==> src/rtl/vga_timing_gen_if.sv <==
// CPU register-bus bundle for vga_timing_gen (write strobe, index, data, readback).
// Latency: readback is registered, valid one cycle after the address is presented.
// Backpressure: none; every write is accepted on the cycle its strobe is high.
//
// Ports (master = CPU side, slave = timing generator):
//   cfg_we     register write strobe
//   cfg_addr   register index (0..9 used)
//   cfg_wdata  write data, low H_BITS/V_BITS used for timing fields
//   cfg_rdata  staged register value at cfg_addr, zero-extended
interface vga_timing_gen_if;
   logic        cfg_we;
   logic [3:0]  cfg_addr;
   logic [15:0] cfg_wdata;
   logic [15:0] cfg_rdata;

   modport master (output cfg_we, output cfg_addr, output cfg_wdata, input cfg_rdata);
   modport slave  (input cfg_we, input cfg_addr, input cfg_wdata, output cfg_rdata);
endinterface

==> src/rtl/vga_timing_gen.sv <==
// Programmable raster timing generator: h/v counters, sync/blank decode, line/frame strobes, raster irq.
// Latency: decoded outputs lead by one cycle (decoded from counter N, shown with counter N+1); readback 1 cycle.
// Backpressure: none; free-running at the pixel clock, register writes always accepted.
//
// Ports:
//   clk, resetn        pixel clock, asynchronous active-low reset
//   cfg                register bus (slave modport of vga_timing_gen_if)
//   vga_hsync/vsync    syncs at programmed polarity; vga_blank high outside visible area
//   h_pos, v_pos       the raster counters themselves
//   line_start         pulse for the first pixel of each line
//   frame_start        pulse for the first pixel of each frame
//   irq, irq_ack       sticky raster-compare interrupt and its clear
module vga_timing_gen #(
   parameter int H_BITS = 11,
   parameter int V_BITS = 11
) (
   input  logic              clk,
   input  logic              resetn,
   vga_timing_gen_if.slave   cfg,
   output logic              vga_hsync,
   output logic              vga_vsync,
   output logic              vga_blank,
   output logic [H_BITS-1:0] h_pos,
   output logic [V_BITS-1:0] v_pos,
   output logic              line_start,
   output logic              frame_start,
   output logic              irq,
   input  logic              irq_ack
);

   // visible, front porch, sync, back porch
   localparam logic [H_BITS-1:0] H_RST [4] = '{H_BITS'(640), H_BITS'(16), H_BITS'(96), H_BITS'(48)};
   localparam logic [V_BITS-1:0] V_RST [4] = '{V_BITS'(480), V_BITS'(10), V_BITS'(2), V_BITS'(33)};

   logic [H_BITS-1:0] stg_h [4];
   logic [V_BITS-1:0] stg_v [4];
   logic [H_BITS-1:0] sh_h  [4];
   logic [V_BITS-1:0] sh_v  [4];
   logic [2:0]        ctrl;
   logic [V_BITS-1:0] irq_line;

   logic              enable;
   logic              hsync_pol;
   logic              vsync_pol;
   logic [H_BITS-1:0] h_total, h_last, hs_start, hs_end;
   logic [V_BITS-1:0] v_total, v_last, vs_start, vs_end;
   logic              h_end, v_end, frame_wrap;
   logic              hs_act, vs_act, visible;
   logic [15:0]       rd_next;
   logic              unused_wdata;

   // Only the low field bits of the write data are architectural.
   assign unused_wdata = ^cfg.cfg_wdata;

   assign enable    = ctrl[2];
   assign hsync_pol = ctrl[0];
   assign vsync_pol = ctrl[1];

   // Staged register file written by the CPU.
   always_ff @(posedge clk or negedge resetn) begin
      if (!resetn) begin
         stg_h    <= H_RST;
         stg_v    <= V_RST;
         ctrl     <= 3'b100;
         irq_line <= '0;
      end else if (cfg.cfg_we) begin
         case (cfg.cfg_addr)
            4'd0, 4'd1, 4'd2, 4'd3: stg_h[cfg.cfg_addr[1:0]] <= cfg.cfg_wdata[H_BITS-1:0];
            4'd4, 4'd5, 4'd6, 4'd7: stg_v[cfg.cfg_addr[1:0]] <= cfg.cfg_wdata[V_BITS-1:0];
            4'd8:                   ctrl     <= cfg.cfg_wdata[2:0];
            4'd9:                   irq_line <= cfg.cfg_wdata[V_BITS-1:0];
            default: ;
         endcase
      end
   end

   // Derived timing from the shadow copy; sums wrap at the field width.
   assign h_total  = sh_h[0] + sh_h[1] + sh_h[2] + sh_h[3];
   assign h_last   = h_total - H_BITS'(1);
   assign hs_start = sh_h[0] + sh_h[1];
   assign hs_end   = hs_start + sh_h[2];

   assign v_total  = sh_v[0] + sh_v[1] + sh_v[2] + sh_v[3];
   assign v_last   = v_total - V_BITS'(1);
   assign vs_start = sh_v[0] + sh_v[1];
   assign vs_end   = vs_start + sh_v[2];

   assign h_end      = (h_pos == h_last);
   assign v_end      = (v_pos == v_last);
   assign frame_wrap = enable && h_end && v_end;

   // Shadow follows the staged copy continuously while disabled, so a
   // re-enabled raster always starts with the latest programming.
   always_ff @(posedge clk or negedge resetn) begin
      if (!resetn) begin
         sh_h <= H_RST;
         sh_v <= V_RST;
      end else if (!enable || frame_wrap) begin
         sh_h <= stg_h;
         sh_v <= stg_v;
      end
   end

   // Raster counters.
   always_ff @(posedge clk or negedge resetn) begin
      if (!resetn) begin
         h_pos <= '0;
         v_pos <= '0;
      end else if (!enable) begin
         h_pos <= '0;
         v_pos <= '0;
      end else if (h_end) begin
         h_pos <= '0;
         v_pos <= v_end ? '0 : v_pos + V_BITS'(1);
      end else begin
         h_pos <= h_pos + H_BITS'(1);
      end
   end

   assign hs_act  = (h_pos >= hs_start) && (h_pos < hs_end);
   assign vs_act  = (v_pos >= vs_start) && (v_pos < vs_end);
   assign visible = (h_pos < sh_h[0]) && (v_pos < sh_v[0]);

   // Decode of the current counter value, registered so it lines up with the next one.
   always_ff @(posedge clk or negedge resetn) begin
      if (!resetn) begin
         vga_hsync   <= 1'b1;
         vga_vsync   <= 1'b1;
         vga_blank   <= 1'b1;
         line_start  <= 1'b0;
         frame_start <= 1'b0;
      end else if (!enable) begin
         vga_hsync   <= ~hsync_pol;
         vga_vsync   <= ~vsync_pol;
         vga_blank   <= 1'b1;
         line_start  <= 1'b0;
         frame_start <= 1'b0;
      end else begin
         vga_hsync   <= ~(hs_act ^ hsync_pol);
         vga_vsync   <= ~(vs_act ^ vsync_pol);
         vga_blank   <= ~visible;
         line_start  <= (h_pos == '0);
         frame_start <= (h_pos == '0) && (v_pos == '0);
      end
   end

   // Sticky raster interrupt; a set on the same cycle as an ack wins.
   always_ff @(posedge clk or negedge resetn) begin
      if (!resetn) begin
         irq <= 1'b0;
      end else if (enable && (h_pos == '0) && (v_pos == irq_line)) begin
         irq <= 1'b1;
      end else if (irq_ack) begin
         irq <= 1'b0;
      end
   end

   // Readback of the staged copy (pre-write value on a same-cycle write).
   always_comb begin
      rd_next = '0;
      case (cfg.cfg_addr)
         4'd0, 4'd1, 4'd2, 4'd3: rd_next[H_BITS-1:0] = stg_h[cfg.cfg_addr[1:0]];
         4'd4, 4'd5, 4'd6, 4'd7: rd_next[V_BITS-1:0] = stg_v[cfg.cfg_addr[1:0]];
         4'd8:                   rd_next[2:0]        = ctrl;
         4'd9:                   rd_next[V_BITS-1:0] = irq_line;
         default: ;
      endcase
   end

   always_ff @(posedge clk or negedge resetn) begin
      if (!resetn) begin
         cfg.cfg_rdata <= '0;
      end else begin
         cfg.cfg_rdata <= rd_next;
      end
   end

endmodule

==> src/flat_wrapper.sv <==
// flat-port wrapper written by rule: the top's interface ports become plain ports
module vga_timing_gen_flat 
#(
   parameter int H_BITS = 11,
   parameter int V_BITS = 11
)
  (clk, resetn, vga_hsync, vga_vsync, vga_blank, h_pos, v_pos, line_start, frame_start, irq, irq_ack, cfg_cfg_we, cfg_cfg_addr, cfg_cfg_wdata, cfg_cfg_rdata);
  vga_timing_gen_if cfg_i ();
  input  logic clk;
  input  logic resetn;
  output logic vga_hsync;
  output logic vga_vsync;
  output logic vga_blank;
  output logic [H_BITS-1:0] h_pos;
  output logic [V_BITS-1:0] v_pos;
  output logic line_start;
  output logic frame_start;
  output logic irq;
  input  logic irq_ack;
  input wire logic [$bits(cfg_i.cfg_we)-1:0] cfg_cfg_we;
  input wire logic [$bits(cfg_i.cfg_addr)-1:0] cfg_cfg_addr;
  input wire logic [$bits(cfg_i.cfg_wdata)-1:0] cfg_cfg_wdata;
  output wire logic [$bits(cfg_i.cfg_rdata)-1:0] cfg_cfg_rdata;
  assign cfg_i.cfg_we = cfg_cfg_we;
  assign cfg_i.cfg_addr = cfg_cfg_addr;
  assign cfg_i.cfg_wdata = cfg_cfg_wdata;
  assign cfg_cfg_rdata = cfg_i.cfg_rdata;
  vga_timing_gen #(.H_BITS(H_BITS), .V_BITS(V_BITS)) u_core (.clk(clk), .resetn(resetn), .cfg(cfg_i), .vga_hsync(vga_hsync), .vga_vsync(vga_vsync), .vga_blank(vga_blank), .h_pos(h_pos), .v_pos(v_pos), .line_start(line_start), .frame_start(frame_start), .irq(irq), .irq_ack(irq_ack));
endmodule
==> config.mk <==
export PLATFORM = sky130hd
export DESIGN_NAME = vga_timing_gen_flat
export DESIGN_NICKNAME = d
export VERILOG_FILES = /design/src/rtl/vga_timing_gen_if.sv /design/src/rtl/vga_timing_gen.sv /design/src/flat_wrapper.sv
export SDC_FILE = /design/constraint.sdc
export NUM_CORES = 1
export LEC_CHECK = 0
export ABC_AREA = 1
export CORE_UTILIZATION = 34
export DETAILED_ROUTE_END_ITERATION = 10
export SETUP_SLACK_MARGIN = 0.15
export SLEW_MARGIN = 5
export SYNTH_ARGS = -nofsm -noshare
export SYNTH_HDL_FRONTEND = slang
export SYNTH_SLANG_ARGS = --single-unit
==> constraint.sdc <==
create_clock -name clk -period 4.21 [get_ports clk]
set_input_delay 0.842 -clock clk [delete_from_list [all_inputs] [get_ports clk]]
set_output_delay 0.842 -clock clk [all_outputs]
set_load 0.03 [all_outputs]
Word level (Yosys, flattened, before mapping)
Cells that the tools add are included.
- flip-flop bits (word level): 229
- input bits: 24
- output and inout port bits: 44
- logic and storage cells: 111
- $add $sub $neg: 10
- magnitude comparators: 8
- eq/ne operators: 13
- mux-type cells: 24
- bitwise operators: 8
- reduce and logical (&&, ||, !) cells: 21
- operators with widths (kind ; count):
    two-way mux 11 bit ; 10
    bitwise mux 44 bit ; 2
    adder 11 bit ; 6
    binary-select mux 11 bit (select 2 bit) ; 2
    less-than comparator 11 bit ; 4
    equality test 11 bit ; 3
    case mux 8 bit (3 select lines) ; 1
    adder 11 x 1 -> 11 bit (second input constant) ; 2
    demux 11 bit (select 2 bit) ; 1
    greater-or-equal comparator 11 bit ; 2
    logical NOT 11 bit ; 2
    subtractor 11 x 1 -> 11 bit (second input constant) ; 2
    equality test 4 x 3 -> 1 bit (second input constant) ; 4
    case mux 3 bit (4 select lines) ; 1
    logical AND 1 bit ; 9
    equality test 4 x 2 -> 1 bit (second input constant) ; 2
    equality test 4 bit (second input constant) ; 2
    AND reduction 2 bit ; 4
    OR reduction 4 bit ; 2
    two-way mux 1 bit ; 7
    inverter 1 bit ; 5
    equality test 4 x 1 -> 1 bit (second input constant) ; 1
    logical NOT 4 bit ; 1
    greater-or-equal comparator 3 bit (second input constant) ; 1
    other kinds (7) ; 8

Longest topological paths before layout
- depth after elaboration: 8
- gate-level depth with buffers: 33
- mapped depth without buffers: 32

Worst setup path after synthesis
Ideal clock, no wire load.
- path kind: register to register
- from: reg u_core.sh_h[35] (netlist bit)
- to: reg u_core.sh_h[12] (netlist bit)
- setup time: 0.116 ns
- arrival: 4.521 ns
- required time: 4.094 ns
- slack: -0.428 ns
- stages on the path, launching flop included: 33
- buffers on the path: 2
- period minus slack after synthesis: 4.638 ns
- cells stage by stage: dfrtp_1 > ha_1 > nand3_1 > nand2_1 > a21oi_1 > o21bai_1 > a21oi_1 > o21bai_1 > xor2_1 > inv_1 > ha_1 > inv_1 > o21ai_0 > o21bai_1 > xnor2_1 > inv_1 > or2_2 > nand2_1 > ha_1 > inv_1 > o21ai_0 > nor2_1 > nand2_1 > xnor2_1 > nand3_1 > nor3b_1 > nand2_2 > nand2_4 > nand2_4 > buf_6 > buf_6 > nand2_1 > nand2_1
- longest elaborated chain between the ends: 8
- ends and longest elaborated chain (element ; RTL line ; RTL):
    start, declared ; vga_timing_gen.sv:37 ; logic [H_BITS-1:0] sh_h [4];
    start signal, assigned ; vga_timing_gen.sv:99 ; sh_h <= stg_h;
    adder 11 bit (3 in a row) ; vga_timing_gen.sv:78 ; assign h_total = sh_h[0] + sh_h[1] + sh_h[2] + sh_h[3];
    subtractor 11 x 1 -> 11 bit ; vga_timing_gen.sv:79 ; assign h_last = h_total - H_BITS'(1);
    equality test 11 bit ; vga_timing_gen.sv:88 ; assign h_end = (h_pos == h_last);
    logical AND 1 bit (2 in a row) ; vga_timing_gen.sv:90 ; assign frame_wrap = enable && h_end && v_end;
    logical OR 1 bit ; vga_timing_gen.sv:98 ; end else if (!enable || frame_wrap) begin
Every way passes these cells.
A chain may end at the register's enable or synchronous reset.

Final worst setup path
- from: reg u_core.sh_v[33] (netlist bit)
- to: reg u_core.sh_v[19] (netlist bit)
- longest elaborated chain between the ends: 7
- ends and longest elaborated chain (element ; RTL line ; RTL):
    start, declared ; vga_timing_gen.sv:38 ; logic [V_BITS-1:0] sh_v [4];
    start signal, assigned ; vga_timing_gen.sv:100 ; sh_v <= stg_v;
    adder 11 bit (3 in a row) ; vga_timing_gen.sv:83 ; assign v_total = sh_v[0] + sh_v[1] + sh_v[2] + sh_v[3];
    subtractor 11 x 1 -> 11 bit ; vga_timing_gen.sv:84 ; assign v_last = v_total - V_BITS'(1);
    equality test 11 bit ; vga_timing_gen.sv:89 ; assign v_end = (v_pos == v_last);
    logical AND 1 bit ; vga_timing_gen.sv:90 ;
    logical OR 1 bit ; vga_timing_gen.sv:98 ;
Every way passes these cells.

==> flow_summary.toml <==
[logic_synthesis]
synthDominantCellAreaShare_pct = 32.6
top_post_synthesis_cells_by_area = "sky130_fd_sc_hd__dfrtp_1, sky130_fd_sc_hd__nand2_1, sky130_fd_sc_hd__ha_1, sky130_fd_sc_hd__inv_1, sky130_fd_sc_hd__dfstp_2"
ys_ff_latch = 229
ys_async_sr_fraction_pct = 100
synth_area_leader_cell = "sky130_fd_sc_hd__dfrtp_1"
post_synth_inst_count = 1939
yosys_most_used_dff = "sky130_fd_sc_hd__dfrtp_1"
netlist_area_sq_um = 14800
post_synth_edffs = 0
synth_seq_area_share_pct = 38.9
post_synth_num_cell_types = 44
syn_area_per_cell_sq_um = 7.65
yosysWarnings = 0

[worst_setup_path]
setup.worst_path.end_class = "flop"
timing.setup.critical_path_class = "flop to flop"
critPathLaunchType = "flop"
crit_path_top_delay_cell = "sky130_fd_sc_hd__dfrtp_1"
worstPathMaxFanout = 6
cp.arrival_ns = 5.30
slowest_delay_ns = 0.38
critical_path.most_common_cell = "sky130_fd_sc_hd__nor2_1"
critical_path_required_ns = 4.64

[run_status]
status = "finished, violations left"
violations = "setup timing"

[floorplanning]
die_area_sq_um = 44500
core_area_sq_um = 43100
initial_core_util_pct = 34.4
ioPinCount = 68
die_width_um = 211
std_cell_rows = 76
die-height_um = 211

[clocking]
cts_tree = "built"
path_clk_slew_ns = 0.06
clk_latency_ns = 0.53
cts_inserted_buffers = 25
max-clock-path-buffers = 3
htree_levels = 1
clock_sink_count = 229
clk_root_buffer_cell = "sky130_fd_sc_hd__clkbuf_16"
hold_buffers = 0

[detailed_routing]
first_iter_violations = 996
drtAntennaViolNets = 0
drt-total-wl_um = 47700
drt-vias-per-instance = 5.00
drt_pass1_iterations = 6
route.vias.total = 13900
post-route-drc-count = 0
wl_per_cell_um = 17.1

[cells_and_area]
filler_cell_count = 4035
final-seq-area_sq_um = 5780
final_cell_area_sq_um = 20000
area.growth.synth_to_final_pct = 35.0
instances_no_fill = 2780
final_common_cell = "sky130_fd_sc_hd__nand2_1"
multiInputGateArea_sq_um = 8910
layout_cells_sized_above_1_pct = 24.0
antennaDiodeCount = 0
final_net_count = 2348
most-common-layout-cells = "sky130_fd_sc_hd__nand2_1, sky130_fd_sc_hd__inv_1, sky130_fd_sc_hd__dfrtp_1"

[sta]
setup_viol_count_final = 111
timing.max_slew.rel_slack_pct = 43.7
period_share_pct = 116
maxClockFrequency_ghz = 0.205
max_slew.worst_pin.slew_ns = 0.842
slew_violations = 0
unrepaired_setup_endpoints_after_global_routing = "yes"
minimum_setup_slack_in_the_final_design_ns = -0.663
timing.final.hold_violations = 0
period_needed_ns = 4.87
final.setup_skew_ns = 0.0159

[global_routing]
grt_remaining_overflow = 0
grt_usage_pct = 20.9
largest_net_degree_at_the_start_of_global_routing = 90
grt_pass1_vias = 13400
antenna_found_initial = 0
grt_first_pass_wirelength_um = 73100

[placement]
dpl_cell_area_sq_um = 17200
portBuffers = 57
place_worst_setup_slack_ns = -0.707
dp.cells = 2673
detailedPlacementHpwl_um = 32400
finalWeightedCongestion = 0.910

[flow_run]
number_of_maximum_capacitance_constraint_violations = 0

[worst_hold_path]
hold_class = "input port to asynchronous set/reset pin"
## worst paths after layout
| check | startpoint | end | slack [ns] | cells after the start |
|---|---|---|---|---|
| worst min register to register | u_core.sh_h[26] | u_core.sh_h[26] | 0.47 | 2 |
| max in group asynchronous | resetn | u_core.sh_v[5] | 2.86 | 2 |
| worst max-delay path | u_core.sh_v[33] | u_core.sh_v[19] | -0.66 | 30 |
| worst min-delay path | resetn | u_core.stg_h[34] | 0.34 | 1 |
| min in group clk | u_core.sh_h[26] | u_core.sh_h[26] | 0.47 | 2 |
| worst max register to register | u_core.sh_v[33] | u_core.sh_v[19] | -0.66 | 30 |
## critical path, delay by kind of cell, from the launching register on
kind | cells | cell delay, ns
AND/OR/NAND/NOR | 11 | 1.09
AO/OA/AOI/OAI | 4 | 0.53
flip-flops | 1 | 0.38
XOR/XNOR | 3 | 0.59
buffers and inverters | 7 | 0.78
adder cells (fa/ha/maj) | 5 | 1.38
## flip-flops by register name, indices dropped and copies added (netlist names), 3 cells and up
signal and cells:
u_core.stg_v 44, u_core.stg_h 44, u_core.h_pos 11, u_core.ctrl 3, u_core.v_pos 11, u_core.sh_v 44, u_core.cfg.cfg_rdata 11, u_core.irq_line 11
u_core.sh_h 44
## cells in the mapped netlist, types with 3 or more instances
cell	number
sky130_fd_sc_hd__a211oi_1	3
sky130_fd_sc_hd__a21oi_1	68
sky130_fd_sc_hd__a31oi_1	5
sky130_fd_sc_hd__buf_2	20
sky130_fd_sc_hd__buf_4	14
sky130_fd_sc_hd__buf_6	3
sky130_fd_sc_hd__clkbuf_1	34
sky130_fd_sc_hd__dfrtp_1	193
sky130_fd_sc_hd__dfstp_2	36
sky130_fd_sc_hd__fa_1	6
sky130_fd_sc_hd__ha_1	140
sky130_fd_sc_hd__inv_1	256
sky130_fd_sc_hd__inv_2	5
sky130_fd_sc_hd__nand2_1	580
sky130_fd_sc_hd__nand2_2	4
sky130_fd_sc_hd__nand3_1	172
sky130_fd_sc_hd__nand3_2	3
sky130_fd_sc_hd__nand3b_1	8
sky130_fd_sc_hd__nand4_1	42
sky130_fd_sc_hd__nor2_1	67
sky130_fd_sc_hd__nor3_1	14
sky130_fd_sc_hd__nor4_1	5
sky130_fd_sc_hd__o21ai_0	135
sky130_fd_sc_hd__o21bai_1	7
sky130_fd_sc_hd__o22ai_1	22
sky130_fd_sc_hd__or2_2	7
sky130_fd_sc_hd__xnor2_1	27
sky130_fd_sc_hd__xor2_1	42
## what timing repair did
action	4_1_cts	5_1_grt
gates resized for setup	132	109
setup endpoints to repair	112	112
pin swaps	47	84
buffers inserted	33	16
gates cloned	11	3
## layout make-up
| class | count | area share [%] |
|---|---|---|
| Clock inverter | 13 | 0.794 |
| Timing Repair Buffer | 279 | 13.8 |
| Inverter | 261 | 4.96 |
| Multi-Input combinational cell | 1382 | 44.5 |
| Tap cell | 585 | 3.66 |
| Sequential cell | 229 | 28.8 |
| Clock buffer | 31 | 3.44 |
## stage by stage
stage	hold WS, ns	TNS (ns)	util [%]
final	0.342	-63.92	46.5
after global routing	0.392	-93.65	46.5
after CTS	0.355	-53.10	44.7
after detailed placement	0.462	-72.70	40.0
after global placement	0.457	-69.63	40.0
after floorplan	0.435	-15.09	-
## layer usage
layer	vias up	wire length [um]	GRT usage, %
li1	6759	-	-
met1	6621	21400	28.8
met2	423	22100	33.8
met3	89	2490	2.30
met4	0	1630	7.65
met5	-	0	0
## logic make-up (layout without fill, tap and decap cells)
group	count (synthesis)	after routing	share of synthesized area, %
buf+inv	332	584	9.08
compound gates	252	252	9.13
simple gates	910	910	26.1
flops	229	229	38.9
other cells	1	5	0.0253
xor+xnor	69	69	4.07
fa+ha+maj	146	146	12.6
Power is left out: the tool's default activity adds up to more than one toggle a clock period on the data nets, which glitch-free logic cannot reach.
==> variant 1: new RTL, same settings <==
`V_BITS` is set to 11 in 2 places; all go to 10.
--- a/src/rtl/vga_timing_gen.sv
+++ b/src/rtl/vga_timing_gen.sv
@@ -12,7 +12,7 @@
 //   irq, irq_ack       sticky raster-compare interrupt and its clear
 module vga_timing_gen #(
    parameter int H_BITS = 11,
-   parameter int V_BITS = 11
+   parameter int V_BITS = 10
 ) (
    input  logic              clk,
    input  logic              resetn,
--- a/src/flat_wrapper.sv
+++ b/src/flat_wrapper.sv
@@ -2,7 +2,7 @@
 module vga_timing_gen_flat 
 #(
    parameter int H_BITS = 11,
-   parameter int V_BITS = 11
+   parameter int V_BITS = 10
 )
   (clk, resetn, vga_hsync, vga_vsync, vga_blank, h_pos, v_pos, line_start, frame_start, irq, irq_ack, cfg_cfg_we, cfg_cfg_addr, cfg_cfg_wdata, cfg_cfg_rdata);
   vga_timing_gen_if cfg_i ();
Interface: changed (resized v_pos); port bits go from 68 to 67. No check against the original RTL was run, so the function may have changed too.
==> variant 1 against the unedited design <==
Critical path depth fell by 1. Setup slack improved by 0.20 ns. The run still ends with negative setup slack left. Largest cell class unchanged. Routed wire length fell by 9.6%. Final area fell by 7.1%. Synthesized area fell by 5.4%. Sequential cell count fell by 10. Clock skew barely moved. Synthesized cell count fell by 8.4%. Highest routed layer unchanged.
Power is not shown: default switching activity piles up to over one toggle a cycle in this logic, so the estimate is an artifact.
==> variant 1: results (changes against the unedited design) <==
Status = finished with violations (unchanged)
Failing checks = negative setup slack (unchanged)
Final worst setup slack = -0.461 ns (was -0.663 ns)
Top cells by count, synth = nand2_1, inv_1, dfrtp_1 (unchanged)
Clock skew = 0.0160 ns (was 0.0159 ns)
Pin count of the biggest net entering global routing = 121 (was 90)
Post-synthesis xor/xnor area fraction = 0.0462 (was 0.0407)
DRT Wirelength = 43.1 mm (was 47.7 mm)
Placed insts = 2,469 (was 2,673)
Clk cell area share = 0.0449 (was 0.0423)
Multi-input combinational area share = 0.434 (was 0.445)
Cell Area, Placed = 16,400 um2 (was 17,200 um2)
DRT iter0 DRCs = 916 (was 996)
Met1 wire length = 19.9 mm (was 21.4 mm)
Router iterations before antenna repair = 5 (was 6)
RD Place Congestion = 0.885 (was 0.910)
Bufs w/o clock = 257 (was 279)
Metal3 WL = 1.94 mm (was 2.49 mm)
Synth Area in Compound Gates = 0.112 (was 0.0913)
Largest cells by area after synthesis = dfrtp_1, nand2_1, ha_1, inv_1, dfstp_2 (unchanged)
PortBufs = 56 (was 57)
Non-clk invs = 264 (was 261)
Wire length per cell = 16.9 um (was 17.1 um)
Met1 Usage GRT = 0.276 (was 0.288)
Design Area, Final = 18,600 um2 (was 20,000 um2)
Met3 Usage GRT = 0.0227 (was 0.0230)
Finish-stage setup viols = 106 (was 111)
Flops & latches, synth = 219 (was 229)
Final non-clock buffer share = 0.135 (was 0.138)
GR Util met2 = 0.314 (was 0.338)
Layout cell share with drive strength beyond 1 = 0.234 (was 0.240)
variant 1: cell count changes in the layout (fill, tap and decap cells not counted), moves of 10 or more:
cell / before / now
nand2_2: 31 / 44
ha_4: 28 / 18
dfrtp_1: 193 / 182
nand2_4: 3 / 13
nor2_1: 60 / 47
nand3_2: 41 / 26
a22oi_1: 1 / 17
buf_4: 180 / 159
a21oi_2: 28 / 17
nand4_1: 42 / 20
nand2_1: 550 / 421
a21oi_1: 37 / 50
variant 1: path summary, 6_finish.rpt:
check                                start              end  cells past startpoint
max in group asynchronous           resetn  u_core.stg_h[5]                      2
hold reg to reg             u_core.sh_h[5]   u_core.sh_h[5]                      2
min in group clk            u_core.sh_h[5]   u_core.sh_h[5]                      2
setup / recovery           u_core.sh_v[20]  u_core.sh_h[39]                     29
hold / removal                      resetn   u_core.sh_v[3]                      1
setup reg to reg           u_core.sh_v[20]  u_core.sh_h[39]                     29
variant 1: through the flow:
step | utilization | setup slack [ns] | setup TNS (ns) | hold slack [ns]
floorplan | - | -0.111 | -6.99 | 0.442
global placement | 0.403 | -0.607 | -52.34 | 0.453
detailed placement | 0.403 | -0.678 | -59.54 | 0.459
CTS | 0.436 | -0.412 | -37.81 | 0.449
global route | 0.457 | -0.741 | -71.75 | 0.465
finish | 0.457 | -0.461 | -40.91 | 0.349
variant 1: timing repair:
action                     in CTS  in global routing
hold endpoints to repair        0                  0
pin swaps                      21                 54
setup endpoints to repair     107                107
resized for setup              69                128
buffers inserted               15                  8
gates cloned                    2                 15
variant 1: logic make-up (layout without fill, tap and decap cells):
kind of cell               count (synthesis)  in the layout
AOI/OAI and AO/OA                        278            278
DFF                                      219            219
buffers and inverters                    326            566
adders and majority gates                139            139
xor gates and xnor gates                  74             74
other                                      1              5
and+or+nand+nor                          740            741
==> variant 2: new RTL, config.mk and constraints unchanged <==
Made on the original files. Add an input register stage for `irq_ack`, without a reset; this delays it by one clock. The other inputs are not delayed to match.
--- a/src/rtl/vga_timing_gen.sv
+++ b/src/rtl/vga_timing_gen.sv
@@ -31,6 +31,12 @@
    // visible, front porch, sync, back porch
    localparam logic [H_BITS-1:0] H_RST [4] = '{H_BITS'(640), H_BITS'(16), H_BITS'(96), H_BITS'(48)};
    localparam logic [V_BITS-1:0] V_RST [4] = '{V_BITS'(480), V_BITS'(10), V_BITS'(2), V_BITS'(33)};
+
+   logic irq_ack_q;
+
+   always_ff @(posedge clk) begin
+      irq_ack_q <= irq_ack;
+   end
 
    logic [H_BITS-1:0] stg_h [4];
    logic [V_BITS-1:0] stg_v [4];
@@ -150,7 +156,7 @@
          irq <= 1'b0;
       end else if (enable && (h_pos == '0) && (v_pos == irq_line)) begin
          irq <= 1'b1;
-      end else if (irq_ack) begin
+      end else if (irq_ack_q) begin
          irq <= 1'b0;
       end
    end
Formal check against the unedited RTL: not equivalent (a bounded check fails within 4 cycles, from zero or initial values and one cycle with resetn low).
==> variant 2 against the unedited design <==
The flow still finishes with violations (negative setup slack). Clock skew decreased by 0.0044 ns. Routed wire length decreased by 2.6%. First-iteration DRC count decreased by 5.5%. Synthesized cell count decreased by 3.5%. Hold slack improved by 0.059 ns. Final area decreased by 3.8%. Synthesized area fell by 0.72%. Sequential cell count rose by 1. Die area decreased by 0.71%. Via count fell by 3.1%. Setup slack better by 0.049 ns.
Power is not shown: default switching activity piles up to over one toggle a cycle in this logic, so the estimate is an artifact.
==> variant 2: results (changes against the unedited design) <==
Status = finished with violations (unchanged)
Failing checks = negative setup slack (unchanged)
Pin count of the biggest net entering global routing = 126 (was 90)
Worst skew pair latency = 0.56 ns (was 0.53 ns)
Initial antenna violation count = 1 (was 0)
Post-synthesis sequential area ratio = 0.394 (was 0.389)
Setup WS pre-CTS = -0.608 ns (was -0.707 ns)
Layout cell share with drive strength beyond 1 = 0.214 (was 0.240)
Largest cells by area after synthesis = dfrtp_1, nand2_1, ha_1, inv_1, dfstp_2 (unchanged)
First-pass GRT wire length = 67.8 mm (was 73.1 mm)
CTS Buf Count = 26 (was 25)
RD Place Congestion = 0.886 (was 0.910)
CP max stage cell = fa_2 (was dfrtp_1)
Top cells by count, synth = nand2_1, inv_1, dfrtp_1 (unchanged)
Ys async rst share = 0.996 (was 1.00)
Nets@finish = 2,256 (was 2,348)
Fillers = 4,040 (was 4,035)
DP Wirelength = 32.0 mm (was 32.4 mm)
Router iterations before antenna repair = 5 (was 6)
Total track usage = 0.195 (was 0.209)
DRT iter0 DRCs = 941 (was 996)
Slowest stage delay, CP = 0.60 ns (was 0.38 ns)
Critical path arrival = 5.26 ns (was 5.30 ns)
DRT Wirelength = 46.4 mm (was 47.7 mm)
Finish-stage setup viols = 111 (unchanged)
Vias = 13.5k (was 13.9k)
Tightest Pin Transition = 0.951 ns (was 0.842 ns)
Synth unique cells = 49 (was 44)
Final worst setup slack = -0.614 ns (was -0.663 ns)
==> variant 2: cell types whose count changed after synthesis, sizes merged, moves of 5 or more <==
cell	before	now
a221o	0	5
xnor2	27	20
a22oi	1	28
inv	261	267
o21ai	135	127
nand2	586	492
nand4	42	20
a21oi	69	83
o221ai	0	5
o22ai	22	13
xor2	42	49
==> variant 2: logic make-up (layout without fill, tap and decap cells) <==
family / count (synthesis) / in the layout / share of synthesized area
XOR/XNOR: 70 / 70 / 0.0426
AO/OA/AOI/OAI: 296 / 296 / 0.116
flip-flops: 230 / 230 / 0.394
other: 1 / 5 / 0.000255
AND/OR/NAND/NOR: 793 / 796 / 0.229
adder cells (fa/ha/maj): 146 / 146 / 0.127
buffers and inverters: 336 / 563 / 0.0918
==> variant 2: critical path: cells and delay by family, from the launching register on <==
| kind | cells | cell delay, ns |
|---|---|---|
| adders and majority gates | 5 | 1.52 |
| DFF | 1 | 0.36 |
| AOI/OAI and AO/OA | 5 | 0.67 |
| and+or+nand+nor | 14 | 1.49 |
| xor gates and xnor gates | 1 | 0.22 |
| buffers and inverters | 5 | 0.44 |
==> variant 2: final timing paths <==
path | start | endpoint | slack, ns | cells after the start
worst max-delay path | u_core.sh_h[33] | u_core.sh_h[1] | -0.61 | 30
worst min-delay path | resetn | u_core.stg_h[23] | 0.40 | 1
worst max register to register | u_core.sh_h[33] | u_core.sh_h[1] | -0.61 | 30
worst min register to register | u_core.irq_ack_q | u_core.irq | 0.42 | 1
max in group asynchronous | resetn | u_core.stg_v[23] | 2.86 | 2
min in group clk | u_core.irq_ack_q | u_core.irq | 0.42 | 1
==> variant 2: area by class of cell <==
class / count / area (um2) / share of cell area
clock inverter: 16 / 225 / 0.0117
clock buffer: 32 / 713 / 0.0370
inverter: 267 / 1000 / 0.0520
sequential: 230 / 5800 / 0.301
multi-input combinational: 1313 / 8440 / 0.438
tap: 577 / 722 / 0.0375
timing repair buffer: 248 / 2370 / 0.123
==> variant 2: metrics by stage <==
step	hold slack [ns]	utilization	std cells	cell area [um2]	TNS, ns
after detailed placement	0.412	0.405	2601	17100	-58.44
after CTS	0.425	0.431	2655	18200	-54.06
after floorplan	0.395	-	1876	14900	-8.83
after global placement	0.407	0.405	2601	17100	-53.84
after global routing	0.469	0.455	2683	19300	-91.32
final	0.400	0.455	2683	19300	-59.65
==> variant 2: layer usage <==
layer,GRT usage,vias up,wire length [um]
met5,0,-,0
met3,0.0209,78,2520
met1,0.271,6409,20900
met4,0.0745,0,1590
met2,0.314,402,21400
li1,-,6567,-
==> variant 2: what timing repair did <==
item	in CTS	in global routing
setup buffers	4	9
resized for setup	13	164
gates cloned	2	19
pin swaps	10	39
setup endpoints to repair	112	112
endpoints found under the hold margin	0	0
